==> src/rtl/fifo_drain_pkg.sv <==
// Shared types for the FIFO drain framer: FSM encoding, burst counter width, counter sizing helper.
package fifo_drain_pkg;

  typedef enum logic [1:0] {DRN_IDLE, DRN_ACTIVE, DRN_CLOSING} drain_state_e;

  localparam int BURST_CNT_W = 16;

  // Bits needed to hold values 0..n-1, never less than one.
  function automatic int cnt_w(input int n);
    return (n <= 2) ? 1 : $clog2(n);
  endfunction

endpackage

==> src/rtl/fifo_drain_framer_if.sv <==
// Burst output stream (valid/ready with last); m_cksum exists only when FIFO_DRAIN_CKSUM_EN is defined.
interface fifo_drain_framer_if #(
  parameter int DATA_WIDTH = 16
);
  logic [DATA_WIDTH-1:0] m_data;
  logic                  m_valid;
  logic                  m_last;
  logic                  m_ready;
`ifdef FIFO_DRAIN_CKSUM_EN
  logic [DATA_WIDTH-1:0] m_cksum;

  modport master (output m_data, output m_valid, output m_last, output m_cksum, input m_ready);
  modport slave  (input m_data, input m_valid, input m_last, input m_cksum, output m_ready);
`else
  modport master (output m_data, output m_valid, output m_last, input m_ready);
  modport slave  (input m_data, input m_valid, input m_last, output m_ready);
`endif
endinterface

==> src/rtl/fifo_drain_skid.sv <==
// Two-entry in-order word buffer; a write and a pop in the same cycle keep FIFO order.
// Zero-latency head; caller guarantees no overflow and pops only a valid head.
module fifo_drain_skid #(
  parameter int DATA_WIDTH = 16
) (
  input  logic                  clk,
  input  logic                  rst,
  input  logic                  wr_i,
  input  logic [DATA_WIDTH-1:0] wr_dat_i,
  input  logic                  pop_i,
  output logic                  head_vld_o,
  output logic [DATA_WIDTH-1:0] head_dat_o,
  output logic                  second_vld_o
);

  logic [DATA_WIDTH-1:0] dat0_q, dat0_d, dat1_q, dat1_d;
  logic                  vld0_q, vld0_d, vld1_q, vld1_d;

  // Pop shifts first, so a same-cycle write lands behind any surviving entry.
  always_comb begin
    dat0_d = dat0_q;
    dat1_d = dat1_q;
    vld0_d = vld0_q;
    vld1_d = vld1_q;
    if (pop_i) begin
      dat0_d = dat1_q;
      vld0_d = vld1_q;
      vld1_d = 1'b0;
    end
    if (wr_i) begin
      if (vld0_d) begin
        dat1_d = wr_dat_i;
        vld1_d = 1'b1;
      end else begin
        dat0_d = wr_dat_i;
        vld0_d = 1'b1;
      end
    end
  end

  always_ff @(posedge clk) begin
    if (rst) begin
      dat0_q <= '0;
      dat1_q <= '0;
      vld0_q <= 1'b0;
      vld1_q <= 1'b0;
    end else begin
      dat0_q <= dat0_d;
      dat1_q <= dat1_d;
      vld0_q <= vld0_d;
      vld1_q <= vld1_d;
    end
  end

  assign head_vld_o   = vld0_q;
  assign head_dat_o   = dat0_q;
  assign second_vld_o = vld1_q;

endmodule

==> src/rtl/fifo_drain_framer.sv <==
// Pops the sync FIFO and frames words into bursts closed by length, starvation timeout or flush.
// Head held back until m_last is known; stalls on m_ready. FIFO_DRAIN_CKSUM_EN adds a per-burst XOR.
module fifo_drain_framer
  import fifo_drain_pkg::*;
#(
  parameter int DATA_WIDTH = 16,
  parameter int BURST_LEN  = 4,
  parameter int TIMEOUT    = 8
) (
  input  logic                   clk,
  input  logic                   rst,
  input  logic [DATA_WIDTH-1:0]  fifo_dout,
  input  logic                   fifo_empty,
  output logic                   fifo_rd_en,
  input  logic                   flush,
  fifo_drain_framer_if.master    m,
  output logic [BURST_CNT_W-1:0] burst_cnt,
  output logic                   busy
);

  localparam int BEAT_W = cnt_w(BURST_LEN);
  localparam int IDLE_W = cnt_w(TIMEOUT + 1);
  localparam logic [BEAT_W-1:0] LAST_BEAT = BEAT_W'(BURST_LEN - 1);
  localparam logic [IDLE_W-1:0] IDLE_MAX  = IDLE_W'(TIMEOUT);

  drain_state_e           state_q, state_d;
  logic                   inflight_q;
  logic                   close_req_q, close_req_d;
  logic [BEAT_W-1:0]      beat_cnt_q, beat_cnt_d;
  logic [IDLE_W-1:0]      idle_cnt_q, idle_cnt_d;
  logic [BURST_CNT_W-1:0] burst_cnt_q, burst_cnt_d;

  logic                  head_vld, second_vld;
  logic [DATA_WIDTH-1:0] head_dat;
  logic                  at_last_beat, xfer, last_xfer, starving, timeout_hit, remains, close_set;
  logic [1:0]            in_hand;

  fifo_drain_skid #(.DATA_WIDTH(DATA_WIDTH)) u_skid (
    .clk          (clk),
    .rst          (rst),
    .wr_i         (inflight_q),
    .wr_dat_i     (fifo_dout),
    .pop_i        (xfer),
    .head_vld_o   (head_vld),
    .head_dat_o   (head_dat),
    .second_vld_o (second_vld)
  );

  assign in_hand    = 2'(head_vld) + 2'(second_vld) + 2'(inflight_q);
  assign fifo_rd_en = !rst && !fifo_empty && (in_hand < 2'd2) && (state_q != DRN_CLOSING);

  // A lone head waits until we know whether it ends the burst.
  assign at_last_beat = (beat_cnt_q == LAST_BEAT);
  assign m.m_valid    = head_vld && (at_last_beat || second_vld || inflight_q || close_req_q);
  assign m.m_last     = m.m_valid && (at_last_beat || (close_req_q && !second_vld && !inflight_q));
  assign m.m_data     = head_dat;

  assign xfer        = m.m_valid && m.m_ready;
  assign last_xfer   = xfer && m.m_last;
  assign starving    = head_vld && !second_vld && !inflight_q && fifo_empty;
  assign timeout_hit = starving && (idle_cnt_q == IDLE_MAX - IDLE_W'(1));
  // A close needs at least one word left after this cycle, otherwise it would frame an empty burst.
  assign remains     = second_vld || inflight_q || (head_vld && !xfer);
  assign close_set   = !close_req_q && ((flush && remains) || (timeout_hit && !xfer));

  always_comb begin
    state_d     = state_q;
    close_req_d = (close_req_q && !last_xfer) || close_set;
    beat_cnt_d  = beat_cnt_q;
    burst_cnt_d = burst_cnt_q;
    idle_cnt_d  = '0;

    if (last_xfer) begin
      beat_cnt_d  = '0;
      burst_cnt_d = burst_cnt_q + BURST_CNT_W'(1);
    end else if (xfer) begin
      beat_cnt_d = beat_cnt_q + BEAT_W'(1);
    end

    if (starving) begin
      idle_cnt_d = (idle_cnt_q == IDLE_MAX) ? idle_cnt_q : idle_cnt_q + IDLE_W'(1);
    end

    unique case (state_q)
      DRN_IDLE: begin
        if (inflight_q) state_d = close_set ? DRN_CLOSING : DRN_ACTIVE;
      end
      DRN_ACTIVE: begin
        if (close_set) state_d = DRN_CLOSING;
        else if (last_xfer && !second_vld && !inflight_q) state_d = DRN_IDLE;
      end
      DRN_CLOSING: begin
        if (close_set) state_d = DRN_CLOSING;
        else if (last_xfer) state_d = (second_vld || inflight_q) ? DRN_ACTIVE : DRN_IDLE;
      end
      default: state_d = DRN_IDLE;
    endcase
  end

  always_ff @(posedge clk) begin
    if (rst) begin
      state_q     <= DRN_IDLE;
      inflight_q  <= 1'b0;
      close_req_q <= 1'b0;
      beat_cnt_q  <= '0;
      idle_cnt_q  <= '0;
      burst_cnt_q <= '0;
    end else begin
      state_q     <= state_d;
      inflight_q  <= fifo_rd_en;
      close_req_q <= close_req_d;
      beat_cnt_q  <= beat_cnt_d;
      idle_cnt_q  <= idle_cnt_d;
      burst_cnt_q <= burst_cnt_d;
    end
  end

  assign burst_cnt = burst_cnt_q;
  assign busy      = (state_q != DRN_IDLE);

`ifdef FIFO_DRAIN_CKSUM_EN
  logic [DATA_WIDTH-1:0] cksum_q, cksum_d;

  always_comb begin
    cksum_d = cksum_q;
    if (last_xfer)  cksum_d = '0;
    else if (xfer)  cksum_d = cksum_q ^ head_dat;
  end

  always_ff @(posedge clk) begin
    if (rst) cksum_q <= '0;
    else     cksum_q <= cksum_d;
  end

  assign m.m_cksum = cksum_q ^ head_dat;
`endif

endmodule

==> src/flat_wrapper.sv <==
// flat-port wrapper written by rule: the top's interface ports become plain ports
module fifo_drain_framer_flat import fifo_drain_pkg::*;
#(
  parameter int DATA_WIDTH = 16,
  parameter int BURST_LEN  = 4,
  parameter int TIMEOUT    = 8
)
  (clk, rst, fifo_dout, fifo_empty, fifo_rd_en, flush, burst_cnt, busy, m_m_data, m_m_valid, m_m_last, m_m_ready);
  fifo_drain_framer_if #(.DATA_WIDTH(DATA_WIDTH)) m_i ();
  input  logic clk;
  input  logic rst;
  input  logic [DATA_WIDTH-1:0] fifo_dout;
  input  logic fifo_empty;
  output logic fifo_rd_en;
  input  logic flush;
  output logic [BURST_CNT_W-1:0] burst_cnt;
  output logic busy;
  output wire logic [$bits(m_i.m_data)-1:0] m_m_data;
  output wire logic [$bits(m_i.m_valid)-1:0] m_m_valid;
  output wire logic [$bits(m_i.m_last)-1:0] m_m_last;
  input wire logic [$bits(m_i.m_ready)-1:0] m_m_ready;
  assign m_m_data = m_i.m_data;
  assign m_m_valid = m_i.m_valid;
  assign m_m_last = m_i.m_last;
  assign m_i.m_ready = m_m_ready;
  fifo_drain_framer #(.DATA_WIDTH(DATA_WIDTH), .BURST_LEN(BURST_LEN), .TIMEOUT(TIMEOUT)) u_core (.clk(clk), .rst(rst), .fifo_dout(fifo_dout), .fifo_empty(fifo_empty), .fifo_rd_en(fifo_rd_en), .flush(flush), .m(m_i), .burst_cnt(burst_cnt), .busy(busy));
endmodule
==> config.mk <==
export PLATFORM = sky130hd
export DESIGN_NAME = fifo_drain_framer_flat
export DESIGN_NICKNAME = d
export VERILOG_FILES = /design/src/rtl/fifo_drain_pkg.sv /design/src/rtl/fifo_drain_framer_if.sv /design/src/rtl/fifo_drain_skid.sv /design/src/rtl/fifo_drain_framer.sv /design/src/flat_wrapper.sv
export SDC_FILE = /design/constraint.sdc
export NUM_CORES = 1
export LEC_CHECK = 0
export BUFFER_PORTS_ARGS = -buffer_cell sky130_fd_sc_hd__buf_4
export CORE_AREA = 2 2 54 107
export DETAILED_ROUTE_END_ITERATION = 6
export DIE_AREA = 0 0 56 109
export MAX_ROUTING_LAYER = met4
export PLACE_DENSITY = 0.77
export REMOVE_ABC_BUFFERS = 1
export SETUP_SLACK_MARGIN = 0.1
export SYNTH_ARGS = -nofsm -noshare
export SYNTH_HDL_FRONTEND = slang
export SYNTH_SLANG_ARGS = --single-unit
==> constraint.sdc <==
create_clock -name clk -period 2 [get_ports clk]
set_input_delay 0.4 -clock clk [delete_from_list [all_inputs] [get_ports clk]]
set_output_delay 0.4 -clock clk [all_outputs]
set_load 0.005 [all_outputs]
==> flow_summary_export.csv <==
group,metric,value,unit
outcome,status,"complete, no violations",
flow_run,cap_violations,0,
global_routing,track_usage,20.8,%
logic_synthesis,netlist_area,2810,sq um
clock_network,path_clk_slew,0.06,ns
logic_synthesis,syn_avg_cell_area,9.43,sq um
floorplan,start_util,52.7,%
clock_network,clock_sinks,60,
logic_synthesis,synthTopCellsByCount,"dfxtp_1, nor2_1, mux2i_1",
worst_setup_path,start_kind,"register",
floorplan,pin_count,57,
route,vias_per_cell,5.67,
power_and_ir_drop,p_per_area,696,nW/um^2
sta,final.period_utilization,94.7,%
place,dp_hpwl,4020,microns
sta,clock_skew,0.00583,ns
floorplan,die_h,109,microns
worst_setup_path,cp_slowest_stage_delay,0.37,ns
floorplan,core,5330,sq um
global_routing,gr-total-overflow,0,
global_routing,grt_pass1_wl,9900,microns
place,io_buffer_count,56,
route,wl_per_cell,14.0,microns
layout,areaGrowthSynthToFinish,25.8,%
logic_synthesis,synth_edf_count,0,
sta,slew_headroom,70.8,%
sta,hold_viol_final,0,
sta,tightest_slew,0.437,ns
floorplan,rows,38,
floorplan,die_x,56,microns
worst_setup_path,arrival,1.49,ns
logic_synthesis,synth.most_common_cell,"dfxtp_1",
sta,fmax,528,MHz
place,gp_congestion,0.866,
route,wirelength,5980,microns
global_routing,antenna_found_initial,0,
power_and_ir_drop,power,2460,uW
logic_synthesis,synth_top_area_share,42.8,%
sta,period_minus_slack,1.89,ns
route,dr_total_vias,2421,
power_and_ir_drop,p_leak,0.00145,uW
route,drt_iter0_markers,105,
clock_network,cts_tree,"yes",
logic_synthesis,synthArstFlopShare,0,%
worst_setup_path,cp-end-kind,"output pin",
layout,nets,388,
route,antenna_left,0,
logic_synthesis,syn-instance-count,298,
sta,setup-violations-final,0,
clock_network,htreeDepth,3,
layout,insertedDiodeCount,0,
layout,drive_above_1_share,28.1,%
sta,rsz0062_at_grt,"yes",
power_and_ir_drop,ir_drop,648,uV
clock_network,ctsLongestPathBuffers,2,
worst_setup_path,worst-setup-path-type,"register to output pin",
sta,fin_tns_setup,0,ns
worst_hold_path,hold_path.class,"input pin to register",
global_routing,grt_max_degree,41,
floorplan,die_area,6100,sq um
logic_synthesis,yosysTopAreaCell,"dfxtp_1",
logic_synthesis,yosys-top-cells-area,"dfxtp_1, mux2i_1, nor2_1",
route,dr.pass1.iters,4,
worst_setup_path,cp_slowest_cell,"dfxtp_4",
clock_network,root_buffer,"clkbuf_8",
global_routing,grt_pass1_vias,2317,
worst_setup_path,r2r_slack,0.21,ns
worst_setup_path,cp.required,1.60,ns
logic_synthesis,synth-seq-cells,60,
logic_synthesis,synthFlopType,"dfxtp_1",
clock_network,cts_hold_buf,0,
clock_network,cts_buffers,9,
logic_synthesis,seq_area_frac_synth,42.8,%
logic_synthesis,synth.distinct_cells,49,
sta,maxSlewViolCount,0,
logic_synthesis,ys_warn_count,0,
clock_network,clkLatencyLatePin,0.33,ns
worst_setup_path,critical_path.max_fanout,8,
route,drc,0,
worst_setup_path,path_cells,"ha_1 > a21oi_1 > nor4b_2 > buf_4",
-- worst max-delay path, delay by kind of cell, from the launching register on --
family | cells | cell delay, ns
and+or+nand+nor | 1 | 0.22
adders and majority gates | 1 | 0.29
buffers and inverters | 1 | 0.15
AOI/OAI and AO/OA | 1 | 0.14
DFF | 1 | 0.37
-- where the power goes --
group / total [uW] / leakage [uW] / switching [uW] / internal (uW)
logic: 277 / 0.000874 / 132 / 145
clock network: 916 / 0.0000889 / 443 / 474
registers: 1270 / 0.000489 / 33.0 / 1230
-- final cells by class --
class,count,area (sq um)
Fill cell,446,1790
Multi-Input combinational cell,214,1520
Sequential cell,60,1210
Timing Repair Buffer,70,538
Clock buffer,11,141
Tap cell,60,75.1
Clock inverter,5,27.5
Inverter,7,26.3
-- final timing paths --
kind                               from                   end  depth (start not counted)
max            u_core.u_skid.head_vld_o            fifo_rd_en                          4
min                          fifo_empty     u_core.inflight_q                          2
max reg2reg  u_core.u_skid.second_vld_o     u_core.state_q[1]                          4
min reg2reg        u_core.burst_cnt[15]  u_core.burst_cnt[15]                          2
-- per-stage QoR --
stage	cell area [sq um]	instances	hold WS (ns)	worst slack, ns	util [%]
after detailed placement	3260	403	0.480	0.119	61.3
after global routing	3530	427	0.241	0.0146	66.4
after global placement	3260	403	0.469	0.173	61.3
after floorplan	2720	281	0.459	-0.0340	-
final	3530	427	0.255	0.107	66.4
after CTS	3450	420	0.247	0.0647	64.8
-- routing by layer --
metal | share of wire [%] | vias to the layer above | global-route usage (%)
met5 | 0 | - | -
met4 | 1.9 | 0 | 8.84
met3 | 4.2 | 12 | 4.39
met2 | 51 | 61 | 35.3
met1 | 43 | 1140 | 23.4
li1 | - | 1208 | -
-- state kept, by name (all words and copies together), names as in the netlist --
name and cells:
u_core.u_skid.head_vld_o 1, u_core.idle_cnt_q 4, u_core.state_q 2, u_core.inflight_q 1, u_core.u_skid.dat1_q 16, u_core.u_skid.head_dat_o 16
u_core.close_req_q 1, u_core.burst_cnt 16, u_core.beat_cnt_q 2, u_core.u_skid.second_vld_o 1
-- kinds of logic (layout without fill, tap and decap cells) --
kind of cell | after synthesis | count (layout) | synth area share (%)
xor gates and xnor gates | 9 | 9 | 2.81
and+or+nand+nor | 102 | 102 | 19.3
AOI/OAI and AO/OA | 65 | 65 | 17.0
muxes | 33 | 33 | 11.8
adders and majority gates | 5 | 5 | 2.23
DFF | 60 | 60 | 42.8
buffers and inverters | 24 | 93 | 4.10
-- cell usage in the layout, fill, tap and decap left out, drive strengths merged, types with 3 or more instances in the layout --
master    n
o21ai     9
ha        5
o2111ai   3
buf      70
xnor2     4
a21oi    16
clkinv    4
nor2b     3
o31ai     6
clkbuf   11
xor2      5
nor2     49
nand3     4
nand2    11
inv       7
nand3b    3
or3       5
or4       6
o211ai    4
a211oi   19
mux2i    33
dfxtp    60
-- timing repair --
action | CTS | global route
setup endpoints to repair | 3 | 24
resized for setup | 4 | 7
gates cloned | 0 | 0
pin swaps | 0 | 2
buffers inserted | 1 | 7
Power figures use the tool's default switching activity.
